**src/rtl/load_extender.sv**
```systemverilog
// load_extender: load-path half/byte widening lanes with a one-cycle registered result
module load_extender (
   input  logic        clk,
   input  logic        reset,
   input  logic [15:0] half_in,
   input  logic [1:0]  half_op,
   input  logic [7:0]  byte_in,
   input  logic        byte_isu,
   input  logic        sel_half,
   input  logic        en,
   output logic [31:0] half_out,
   output logic [31:0] byte_out,
   output logic [31:0] res_q,
   output logic        res_vld
);
   logic [31:0] res_d;
   // op 11 is reserved and deliberately folds into zero extension
   always_comb begin
      half_out = half_op == 2'b00 ? {{16{half_in[15]}}, half_in} :
                 half_op == 2'b10 ? {half_in, 16'h0000} : {16'h0000, half_in};
      byte_out = byte_isu ? {24'h0, byte_in} : {{24{byte_in[7]}}, byte_in};
      res_d    = en ? (sel_half ? half_out : byte_out) : res_q;
   end
   always_ff @(posedge clk) begin
      if (reset) begin
         res_q   <= '0;
         res_vld <= 1'b0;
      end else begin
         res_q   <= res_d;
         res_vld <= en;
      end
   end
endmodule

```
**config.mk**
```make
export PLATFORM = sky130hd
export DESIGN_NAME = load_extender
export DESIGN_NICKNAME = d
export VERILOG_FILES = /design/src/rtl/load_extender.sv
export SDC_FILE = /design/constraint.sdc
export NUM_CORES = 1
export LEC_CHECK = 0
export ABC_AREA = 1
export BUFFER_PORTS_ARGS = -buffer_cell sky130_fd_sc_hd__buf_2
export CORE_ASPECT_RATIO = 0.75
export CORE_MARGIN = 1.5
export CORE_UTILIZATION = 39
export DETAILED_ROUTE_END_ITERATION = 6
export PLACE_DENSITY = 0.77
export SLEW_MARGIN = 10
export SYNTH_ARGS = -nofsm -noshare
export SYNTH_HDL_FRONTEND = slang
export SYNTH_SLANG_ARGS = --single-unit
```
**constraint.sdc**
```tcl
create_clock -name clk -period 1.6 [get_ports clk]
set_clock_uncertainty 0.15 [all_clocks]
set_input_delay 0.24 -clock clk [delete_from_list [all_inputs] [get_ports clk]]
set_output_delay 0.24 -clock clk [all_outputs]
set_load 0.01 [all_outputs]
```
==> results.sh <==
export IMPL_final_nets=395
export IMPL_postCtsSetupBuffers=0
export IMPL_fin_cells=425
export IMPL_end_kind="register"
export IMPL_p_total_uw=2300
export IMPL_syn_area_per_cell_um2=7.71
export IMPL_first_pass_iters=4
export IMPL_min_path_type="in -> reg"
export IMPL_final_cell_mix="buf_2 (127), dfxtp_1 (33), o21ai_0 (32)"
export IMPL_cts_tree="built"
export IMPL_synthCells=265
export IMPL_start_kind="input port"
export IMPL_fin_setup_tns_ns=0
export IMPL_worst_pin_slew_ns=0.574
export IMPL_dieArea_um2=5680
export IMPL_syn_to_final_growth_pct=28.2
export IMPL_core_area_um2=4950
export IMPL_finalCritPeriodShare_pct=87.0
export IMPL_yosys_warnings=0
export IMPL_p_seq_share_pct=39.2
export IMPL_status="finished clean"
export IMPL_post_drt_via_cell_ratio=4.88
export IMPL_grt_overflow=0
export IMPL_drt_iter0_markers=138
export IMPL_crit_fanout=20
export IMPL_finalHoldViolations=0
export IMPL_dpl_hpwl_um=4530
export IMPL_ir_drop_mv=0.387
export IMPL_die_w_um=86.6
export IMPL_ys_ff_latch=33
export IMPL_clkLatencyLatePin_ns=0.28
export IMPL_place_congestion=0.817
export IMPL_drcViolationCount=0
export IMPL_final_antenna_net_count=0
export IMPL_clock_power_share_pct=35.1
export IMPL_synth_area_leaders="dfxtp_1 (32%), buf_4 (12%), o21ai_0 (7.8%)"
export IMPL_cts_resized=0
export IMPL_root_buffer="clkbuf_8"
export IMPL_cts_buffer_depth=2
export IMPL_whs_ns=0.0980
export IMPL_synth_top_area_share_pct=32.4
export IMPL_critPathKind="in -> reg"
export IMPL_fin_util_pct=52.8
export IMPL_intPower_uw=1570
export IMPL_antenna_found_initial=0
export IMPL_synth_seq_area_share_pct=32.4
export IMPL_rows=22
export IMPL_grt_start_max_net_pins=32
export IMPL_die_y_um=65.7
export IMPL_cts_buffers=5
export IMPL_p_sw_share_pct=31.7
export IMPL_h_tree_depth=2
export IMPL_relSlewSlack_pct=61.7
export IMPL_clock_fmax_mhz=718
export IMPL_setup_viol=0
export IMPL_critPathRequiredTime_ns=1.67
export IMPL_routed_wl_um=6120
export IMPL_power_density_nw_per_um2=879
export IMPL_layout_min_cycle_time_ns=1.39
export IMPL_switchingPower_uw=731
export IMPL_slew_viol_final=0
export IMPL_share_comb_of_total_power_pct=25.7
export IMPL_final_common_cell="buf_2"
export IMPL_worstPathArrival_ns=1.46
export IMPL_wl_per_cell_um=14.4
export IMPL_initial_utilization_pct=41.2
export IMPL_maxCapViolCount=0
export IMPL_cts_hold_buf=1
export IMPL_p_leak_uw=0.00142
export IMPL_rsz0062_at_grt="no"
export IMPL_grt_pass1_vias=1798
export IMPL_syn_nets=296
export IMPL_yosysTopAreaCell="dfxtp_1"
export IMPL_path_clk_slew_ns=0.08
export IMPL_synth_cell_types=20
export IMPL_drive_above_1_share_pct=51.8
export IMPL_io_buffers=127
export IMPL_cts_sinks=33
export IMPL_grt_pass1_wl_um=9290
export IMPL_dp_cells=416
export IMPL_io_pins=128
export IMPL_track_usage_pct=21.5
export IMPL_vias=2074
export IMPL_diodes=0
export IMPL_synthesis_area_um2=2040
-- cells in the mapped netlist --
library cell and count:
a21oi_1 25, a21oi_2 14, buf_12 1, buf_2 3, buf_4 32, buf_6 6
clkbuf_1 6, clkinv_1 1, dfxtp_1 33, inv_1 20, inv_2 4, nand2_1 21
nand2_2 1, nand2_4 11, nand3_1 22, nand3_2 10, nor2_1 21, nor2_4 1
nor3_1 1, o21ai_0 32
-- registers in the layout, indices dropped and copies added (netlist names) --
name	flops
res_q	32
res_vld	1
-- kinds of logic after synthesis --
kind of cell / after synthesis / synth area share [%]
flops: 33 / 32.4
compound gates: 71 / 20.0
buf+inv: 73 / 22.5
simple gates: 88 / 25.2
-- final timing paths --
check                              from                     end  slack [ns]  depth (start not counted)
setup / recovery                  reset   res_q[8]$_SDFFE_PP0P_        0.21                          6
hold / removal              half_in[14]  res_q[14]$_SDFFE_PP0P_         0.1                          3
setup reg to reg  res_q[8]$_SDFFE_PP0P_   res_q[8]$_SDFFE_PP0P_        0.76                          2
hold reg to reg   res_q[7]$_SDFFE_PP0P_   res_q[7]$_SDFFE_PP0P_        0.37                          2
-- critical path, cell delays in order --
cell           delay [ns]
dlygate4sd3_1        0.53
buf_2                0.14
inv_1                0.06
buf_4                0.21
o21ai_0              0.11
a21oi_1              0.15
-- metal layers --
layer | global-route usage, % | wire length [µm]
met5 | 0 | 0
met4 | 5.44 | 44
met3 | 5.40 | 432
met2 | 31.6 | 2630
met1 | 31.2 | 3010
-- area by class of cell --
cell class | instances | area [µm²]
Fill cell | 520 | 2340
Multi-Input combinational cell | 159 | 925
Timing Repair Buffer | 140 | 748
Sequential cell | 33 | 661
Inverter | 25 | 93.8
Tap cell | 60 | 75.1
Clock buffer | 5 | 68.8
Clock inverter | 3 | 46.3
-- power by group through the flow --
| stage | registers [µW] | logic [µW] | clock network (µW) |
|---|---|---|---|
| 6_report | 903 | 591 | 808 |
| 5_1_grt | 909 | 647 | 864 |
| 4_1_cts | 902 | 592 | 819 |
| 3_5_place_dp | 920 | 588 | 0 |
| 3_3_place_gp | 918 | 581 | 0 |
| 2_1_floorplan | 947 | 359 | 0 |
-- stage by stage --
step | cell area (µm²) | setup slack [ns]
after global routing | 2620 | 0.138
after floorplan | 2040 | 0.163
after global placement | 2490 | 0.204
final | 2620 | 0.207
after CTS | 2620 | 0.212
after detailed placement | 2490 | 0.210
Power figures use the tool's default switching activity.
